--- src/rtl/lock_pkg.sv ---
// lock_pkg: state encoding, digit constants and key decoding shared by the combination lock
package lock_pkg;
  localparam int DIGIT_W = 2;
  localparam int NUM_DIGIT_KEYS = 4;
  typedef logic [2:0] lock_state_t;
  localparam lock_state_t IDLE    = 3'd0;
  localparam lock_state_t ENTRY   = 3'd1;
  localparam lock_state_t CHECK   = 3'd2;
  localparam lock_state_t FAIL    = 3'd3;
  localparam lock_state_t OPEN    = 3'd4;
  localparam lock_state_t LOCKOUT = 3'd5;
  function automatic logic [DIGIT_W-1:0] key_digit(input logic [NUM_DIGIT_KEYS-1:0] k);
    key_digit = '0;
    for (int i = 0; i < NUM_DIGIT_KEYS; i++)
      if (k[i]) key_digit = DIGIT_W'(i);
  endfunction
endpackage

--- src/rtl/lock_code_fsm_if.sv ---
// lock_code_fsm_if: key pulses in, lock status out
interface lock_code_fsm_if;
  import lock_pkg::*;
  logic [NUM_DIGIT_KEYS-1:0] key_flag;
  logic enter_flag;
  logic clear_flag;
  logic unlocked;
  logic err;
  logic alarm;
  logic [2:0] digit_cnt;
  modport master(output key_flag, enter_flag, clear_flag, input unlocked, err, alarm, digit_cnt);
  modport slave(input key_flag, enter_flag, clear_flag, output unlocked, err, alarm, digit_cnt);
endinterface

--- src/rtl/lock_timer.sv ---
// lock_timer: loadable down-counter; expire marks the cycle whose edge brings the count to 0
module lock_timer #(
  parameter int W = 20
) (
  input  logic         Clk,
  input  logic         Rst_n,
  input  logic         load,
  input  logic [W-1:0] load_val,
  output logic         expire
);
  logic [W-1:0] cnt;
  always_ff @(posedge Clk or negedge Rst_n)
    if (!Rst_n) cnt <= '0;
    else cnt <= load ? load_val : cnt != '0 ? cnt - W'(1) : cnt;
  assign expire = cnt == W'(1);
endmodule

--- src/rtl/lock_code_fsm.sv ---
// lock_code_fsm: combination-lock controller; define LOCK_CHANGE_CODE_EN to allow re-coding while open
module lock_code_fsm import lock_pkg::*; #(
  parameter int CODE_LEN = 4,
  parameter logic [DIGIT_W*CODE_LEN-1:0] DEFAULT_CODE = 8'hE4,
  parameter int MAX_FAIL = 3,
  parameter int OPEN_CYCLES = 1000,
  parameter int LOCK_CYCLES = 5000,
  parameter int IDLE_TIMEOUT = 2000,
  parameter int TIMER_W = 20
) (
  input logic Clk,
  input logic Rst_n,
  lock_code_fsm_if.slave bus
);
  localparam int FW = $clog2(MAX_FAIL + 1);
  localparam int IW = $clog2(CODE_LEN);
  localparam logic [2:0] FULL = 3'(CODE_LEN);
  lock_state_t st, nxt;
  logic [CODE_LEN-1:0][DIGIT_W-1:0] code_buf, code_reg;
  logic [2:0] cnt;
  logic [FW-1:0] fail_cnt;
  logic [TIMER_W-1:0] ld_val;
  logic [DIGIT_W-1:0] dig;
  logic ovf, unlocked, err, alarm, tmr_exp, ld, dv, clr, ent, key_any, acc, open_dig, match, wipe;
  assign clr = bus.clear_flag;
  assign ent = bus.enter_flag & ~clr;
  assign dv = $onehot(bus.key_flag) & ~clr & ~ent;
  assign dig = key_digit(bus.key_flag);
  assign key_any = |{bus.key_flag, bus.enter_flag, clr};
  assign match = cnt == FULL && !ovf && code_buf == code_reg;
`ifdef LOCK_CHANGE_CODE_EN
  assign open_dig = st == OPEN && dv;
  always_ff @(posedge Clk or negedge Rst_n)
    if (!Rst_n) code_reg <= DEFAULT_CODE;
    else if (st == OPEN && ent && cnt == FULL && !ovf) code_reg <= code_buf;
`else
  assign open_dig = 1'b0;
  assign code_reg = DEFAULT_CODE;
`endif
  assign acc = dv && (st == IDLE || st == ENTRY || open_dig);
  assign wipe = st == CHECK || ((st == ENTRY || st == OPEN) && nxt == IDLE);
  always_comb begin
    nxt = st;
    case (st)
      IDLE:    nxt = dv ? ENTRY : IDLE;
      ENTRY:   nxt = clr ? IDLE : ent ? CHECK : (tmr_exp && !key_any) ? IDLE : ENTRY;
      CHECK:   nxt = match ? OPEN : (fail_cnt + FW'(1) == FW'(MAX_FAIL)) ? LOCKOUT : FAIL;
      FAIL:    nxt = IDLE;
      OPEN:    nxt = (ent || (tmr_exp && !open_dig)) ? IDLE : OPEN;
      LOCKOUT: nxt = tmr_exp ? IDLE : LOCKOUT;
      default: nxt = IDLE;
    endcase
  end
  assign ld = (st == IDLE && dv) || (st == ENTRY && key_any) || (st == CHECK && nxt != FAIL) || open_dig;
  assign ld_val = st == CHECK ? (match ? TIMER_W'(OPEN_CYCLES) : TIMER_W'(LOCK_CYCLES))
                : st == OPEN ? TIMER_W'(OPEN_CYCLES) : TIMER_W'(IDLE_TIMEOUT);
  lock_timer #(.W(TIMER_W)) u_timer (
    .Clk(Clk),
    .Rst_n(Rst_n),
    .load(ld),
    .load_val(ld_val),
    .expire(tmr_exp)
  );
  always_ff @(posedge Clk or negedge Rst_n)
    if (!Rst_n) begin
      st <= IDLE;
      {unlocked, err, alarm, ovf} <= '0;
      code_buf <= '0;
      cnt <= '0;
      fail_cnt <= '0;
    end else begin
      st <= nxt;
      unlocked <= nxt == OPEN;
      err <= nxt == FAIL;
      alarm <= nxt == LOCKOUT;
      if (wipe) begin
        code_buf <= '0;
        cnt <= '0;
        ovf <= 1'b0;
      end else if (acc) begin
        if (cnt == FULL) ovf <= 1'b1;
        else begin
          code_buf[cnt[IW-1:0]] <= dig;
          cnt <= cnt + 3'd1;
        end
      end
      if (st == CHECK) fail_cnt <= match ? '0 : fail_cnt + FW'(1);
      else if (st == LOCKOUT && tmr_exp) fail_cnt <= '0;
    end
  assign bus.unlocked = unlocked;
  assign bus.err = err;
  assign bus.alarm = alarm;
  assign bus.digit_cnt = cnt;
endmodule

--- src/flat_wrapper.sv ---
// flat-port wrapper written by rule: the top's interface ports become plain ports
module lock_code_fsm_flat import lock_pkg::*;
#(
  parameter int CODE_LEN = 4,
  parameter logic [DIGIT_W*CODE_LEN-1:0] DEFAULT_CODE = 8'hE4,
  parameter int MAX_FAIL = 3,
  parameter int OPEN_CYCLES = 1000,
  parameter int LOCK_CYCLES = 5000,
  parameter int IDLE_TIMEOUT = 2000,
  parameter int TIMER_W = 20
)
  (Clk, Rst_n, bus_key_flag, bus_enter_flag, bus_clear_flag, bus_unlocked, bus_err, bus_alarm, bus_digit_cnt);
  lock_code_fsm_if bus_i ();
  input logic Clk;
  input logic Rst_n;
  input wire logic [$bits(bus_i.key_flag)-1:0] bus_key_flag;
  input wire logic [$bits(bus_i.enter_flag)-1:0] bus_enter_flag;
  input wire logic [$bits(bus_i.clear_flag)-1:0] bus_clear_flag;
  output wire logic [$bits(bus_i.unlocked)-1:0] bus_unlocked;
  output wire logic [$bits(bus_i.err)-1:0] bus_err;
  output wire logic [$bits(bus_i.alarm)-1:0] bus_alarm;
  output wire logic [$bits(bus_i.digit_cnt)-1:0] bus_digit_cnt;
  assign bus_i.key_flag = bus_key_flag;
  assign bus_i.enter_flag = bus_enter_flag;
  assign bus_i.clear_flag = bus_clear_flag;
  assign bus_unlocked = bus_i.unlocked;
  assign bus_err = bus_i.err;
  assign bus_alarm = bus_i.alarm;
  assign bus_digit_cnt = bus_i.digit_cnt;
  lock_code_fsm #(.CODE_LEN(CODE_LEN), .DEFAULT_CODE(DEFAULT_CODE), .MAX_FAIL(MAX_FAIL), .OPEN_CYCLES(OPEN_CYCLES), .LOCK_CYCLES(LOCK_CYCLES), .IDLE_TIMEOUT(IDLE_TIMEOUT), .TIMER_W(TIMER_W)) u_core (.Clk(Clk), .Rst_n(Rst_n), .bus(bus_i));
endmodule
--- config.mk ---
export PLATFORM = sky130hd
export DESIGN_NAME = lock_code_fsm_flat
export DESIGN_NICKNAME = d
export VERILOG_FILES = /design/src/rtl/lock_pkg.sv /design/src/rtl/lock_code_fsm_if.sv /design/src/rtl/lock_timer.sv /design/src/rtl/lock_code_fsm.sv /design/src/flat_wrapper.sv
export SDC_FILE = /design/constraint.sdc
export NUM_CORES = 1
export LEC_CHECK = 0
export BUFFER_PORTS_ARGS = -buffer_cell sky130_fd_sc_hd__buf_2
export CAP_MARGIN = 15
export CORE_MARGIN = 3
export CORE_UTILIZATION = 50
export DETAILED_ROUTE_END_ITERATION = 10
export PLACE_DENSITY = 0.66
export SYNTH_ARGS = -nofsm -noshare
export SYNTH_HDL_FRONTEND = slang
export SYNTH_SLANG_ARGS = --single-unit
--- constraint.sdc ---
create_clock -name Clk -period 4.1 [get_ports Clk]
set_input_delay 0.205 -clock Clk [delete_from_list [all_inputs] [get_ports Clk]]
set_output_delay 0.205 -clock Clk [all_outputs]
set_load 0.005 [all_outputs]
==> results.md <==
- The fraction of registers with async set or reset after synthesis is 100.0%.
- After detailed routing, the total wire length is 4.446 mm.
- The top-level I/O count is 14.
- The H-tree generated during clock tree synthesis spans 2 levels.
- Across all setup checks in the final design, the least slack found is 1.440 ns.
- The required time at the worst-slack endpoint is 4.28 ns.
- Global routing consumed, on the met2 layer, between 20% and 30% of the routing resources.
- The worst setup slack before clock tree synthesis is between 1 and 1.5 ns.
- The largest fanout on the critical path is 17.
- The most used routing layer is met2.
- In the final layout, the share of cells above drive strength 1 is 13.89%.
- The portion of synthesized cell area occupied by the leading cell type is 42.42%.
- VDD sags by at most 0.0001984 V.
- The number of antenna cells inserted is 0.
- The number of different library cells used by synthesis comes to 57.
- The cell taking the most area after synthesis is sky130_fd_sc_hd__dfrtp_1.
- The worst setup path category is primary input to register.
- For this configuration, the core starts out at a cell density of 53.10%.
- STA classifies the critical path startpoint as a primary input.
- The number of clock sinks is 40.
- The hold violation total from the final report is 0.
- In this run the horizontal extent of the chip is 74.70 um.
- The total global routing overflow is 0.
- Yosys attributes the largest share of cell area to sky130_fd_sc_hd__dfrtp_1 (42%), sky130_fd_sc_hd__ha_1 (7.4%), sky130_fd_sc_hd__nor2_1 (4.1%).
- The post-layout utilization of the core is 57.66%.
- The global routing met3 resource utilization is around 3.9%.
- The total via count after detailed routing is 1,750.
- The per-cell via count in the routed design is 5.757.
- The number of synthesized register bits is 40.
- The path class of the lowest-slack min-delay path is primary input to asynchronous set/reset pin.
- The worst path uses 64.87% of the clock period.
- Among all flip-flop cells after synthesis, the most frequent one is sky130_fd_sc_hd__dfrtp_1.
- The tree is rooted in a sky130_fd_sc_hd__clkbuf_8.
- STA classifies the critical path endpoint as a register.
- The number of cells on the worst reg-to-reg path is 6.
- The average instance area after synthesis is 9.957 um^2.
- The signal arrival time at the worst endpoint is around 2.8 ns.
- The residual DRC count is 0.
- The worst-case headroom to the max-slew limit is 42.09%.
- At the end of routability-driven placement, the weighted congestion stood at between 0.7 and 0.8.
- Global routing used 18.44% of the available tracks across all layers.
- The number of antenna violations at the first check in global routing is 0.
- The full die area is 0.005580 mm^2.
- Tracing the worst setup path back leads to its startpoint at bus_key_flag[2].
- The highest clock rate is 376.0 MHz.
- Once detail routing completed, the nets flagged for antenna violations numbered 0.
- The placeable core area is ~0.0044 mm^2.
- Dividing total power by cell area gives a power density of 277.1 mW/mm^2.
- The number of max-slew violations in the final report is 0.
- Counting flops with a built-in enable in the synthesized netlist gives 0.
- The total of buffers placed on input and output ports is 13.
- The routed wirelength normalized by instance count is 14.63 um.
- Entering global routing, the biggest net connects just over 40 pins.
- The run finished with clean final reports.
- The share of the Yosys chip area taken by registers is 42.42%.
- The synthesis warning total is 0.
- Gates resized during post-CTS repair numbered 0.
- The post-CTS setup repair buffer count is 0.
- For this run, the post-layout net count is 275.
- The clock insertion delay at the later pin of the skew report is 0.29 ns.
- The first global-routing pass estimated 7.838 mm of wire.
- The clock period could shrink to 2.660 ns.
- The mapped netlist covers ~0.0024 mm^2.
- The overall die height is roughly 75 um.
- Setup repair after global routing left no endpoint under its margin.
- The post-CTS clock slew at the launch and capture registers of the worst setup and hold paths is 0.07 ns.
- The wire-length estimate of the detail-placed layout is 3.253 mm.
- Relative to the synthesized area, the layout overhead comes to 8.590%.
- The max-cap check violation count is 0.
- Setup total negative slack on the finished layout was measured at 0 ns.
- The post-synthesis instance total is between 200 and 250.
- The starting DRC count in detailed routing is 86.
- The number of hold buffers added after CTS was 0.
- Setup violations remaining at the end of the flow were counted as 0.
- TritonCTS created 5 clock buffers.
- The number of global-route vias before repair is 1,682.
- The worst reg2reg path endpoint is u_core.u_timer.cnt[8]$_DFFE_PN0P_.
- The routing usage on met1 is 25.15%.
- The first-pass iteration count of the detailed router is 5.
- Counting along the longest clock path gives a buffer depth of 2.
- For the pin with the worst max-slew slack, the measured transition is 0.8686 ns.
- Summed over all cells, the static leakage comes to around 1.1 nW.
- Clock skew on the completed layout was measured at 0.003923 ns.
- TritonCTS built the clock tree.
- The number of placed instances, taps included, is a little under 300.
- The number of nets handed over by synthesis was 260.
- The origin of the critical flop-to-flop path is u_core.bus.digit_cnt[0]$_DFFE_PN0P_.
- For flop-to-flop paths, the worst setup slack is between 1.5 and 2 ns.
- The floorplan row count is 24.
- The final non-filler cell total is between 300 and 400.
- The number of fillers in the final layout is approximately 400.
## how the worst max path moves through the flow
stage,to,slack [ns],depth (start not counted)
floorplan,u_core.code_buf[0]$_DFFE_PN0P_,1.50,9
detailed placement,u_core.u_timer.cnt[6]$_DFFE_PN0P_,1.10,10
global route,u_core.u_timer.cnt[6]$_DFFE_PN0P_,1.23,10
global placement,u_core.u_timer.cnt[6]$_DFFE_PN0P_,1.18,10
finish,u_core.u_timer.cnt[6]$_DFFE_PN0P_,1.44,10
CTS,u_core.u_timer.cnt[6]$_DFFE_PN0P_,1.41,10
## layout by cell type, fill, tap and decap left out, types with 6 or more instances in the layout
cell | synthesis | final
sky130_fd_sc_hd__a21oi_1 | 12 | 12
sky130_fd_sc_hd__clkbuf_8 | 0 | 7
sky130_fd_sc_hd__buf_2 | 3 | 13
sky130_fd_sc_hd__nor3_1 | 12 | 12
sky130_fd_sc_hd__nor2_1 | 26 | 26
sky130_fd_sc_hd__ha_1 | 14 | 14
sky130_fd_sc_hd__inv_1 | 14 | 14
sky130_fd_sc_hd__xor2_1 | 10 | 10
sky130_fd_sc_hd__o31ai_1 | 7 | 7
sky130_fd_sc_hd__or3_1 | 6 | 6
sky130_fd_sc_hd__dfrtp_1 | 40 | 40
sky130_fd_sc_hd__nand2_1 | 10 | 10
## layer usage
layer / wire length, um / part of all wire, %
met1: 2137 / 48
met2: 2056 / 46
met3: 172 / 3.9
met4: 80 / 1.8
met5: 0 / 0
## critical path: stages
cell and delay [ns]:
sky130_fd_sc_hd__buf_2 0.09, sky130_fd_sc_hd__inv_1 0.05, sky130_fd_sc_hd__ha_1 0.29, sky130_fd_sc_hd__ha_1 0.21
sky130_fd_sc_hd__fa_1 0.36, sky130_fd_sc_hd__or4b_4 0.53, sky130_fd_sc_hd__o21ba_2 0.23, sky130_fd_sc_hd__o22ai_2 0.53
sky130_fd_sc_hd__nand3_1 0.19, sky130_fd_sc_hd__o21a_1 0.14
## cells in the mapped netlist (all sizes together), types with 3 or more instances
master,instances
xnor2,5
nand3,4
xor2,10
o31ai,7
o21ai,5
ha,14
o211ai,3
nand2,10
nor3,14
dfrtp,40
nand4,5
nand2b,4
a21oi,12
inv,14
nor2,27
nor4,5
a311oi,3
nor2b,5
buf,3
or3,7
o21a,5
## flip-flops by register name, summed over array words and instances, names as in the netlist
name / count
u_core.u_timer.cnt: 20
u_core.code_buf: 8
u_core.bus.digit_cnt: 3
u_core.st: 3
u_core.fail_cnt: 2
u_core.bus.alarm: 1
u_core.bus.err: 1
u_core.bus.unlocked: 1
u_core.ovf: 1
## kinds of logic after synthesis
kind of cell / Yosys count / synth area share, %
AO/OA/AOI/OAI: 49 / 14.90
AND/OR/NAND/NOR: 97 / 24.76
adder cells (fa/ha/maj): 15 / 8.272
buffers and inverters: 19 / 3.234
multiplexers: 2 / 0.8484
XOR/XNOR: 15 / 5.567
flip-flops: 40 / 42.42
## layout make-up
type                    count  area (um^2)  area share, %
multi-input cells         178         1282          50.05
flip-flops and latches     40         1001          39.06
clock buffers               7        96.34          3.760
repair buffers             13        65.06          2.539
well taps                  52        65.06          2.539
inverters                  14        52.55          2.051
## per-stage QoR
| stage | instance area [um^2] | total power [mW] | hold slack, ns |
|---|---|---|---|
| after floorplan | 2360 | 0.4228 | -0.09059 |
| after global placement | 2466 | 0.4395 | 0.3772 |
| after detailed placement | 2466 | 0.4405 | 0.3737 |
| after CTS | 2562 | 0.7222 | 0.04994 |
| after global routing | 2562 | 0.7433 | 0.09796 |
| final | 2562 | 0.7102 | 0.03006 |
## power by group
part / leakage [nW] / internal (mW) / switching, mW
registers: 0.488 / 0.395 / 0.00106
clock network: 0.0503 / 0.150 / 0.129
logic: 0.549 / 0.0125 / 0.0226
total: 1.09 / 0.558 / 0.153
Note: power is estimated with default switching activity, not from simulation.
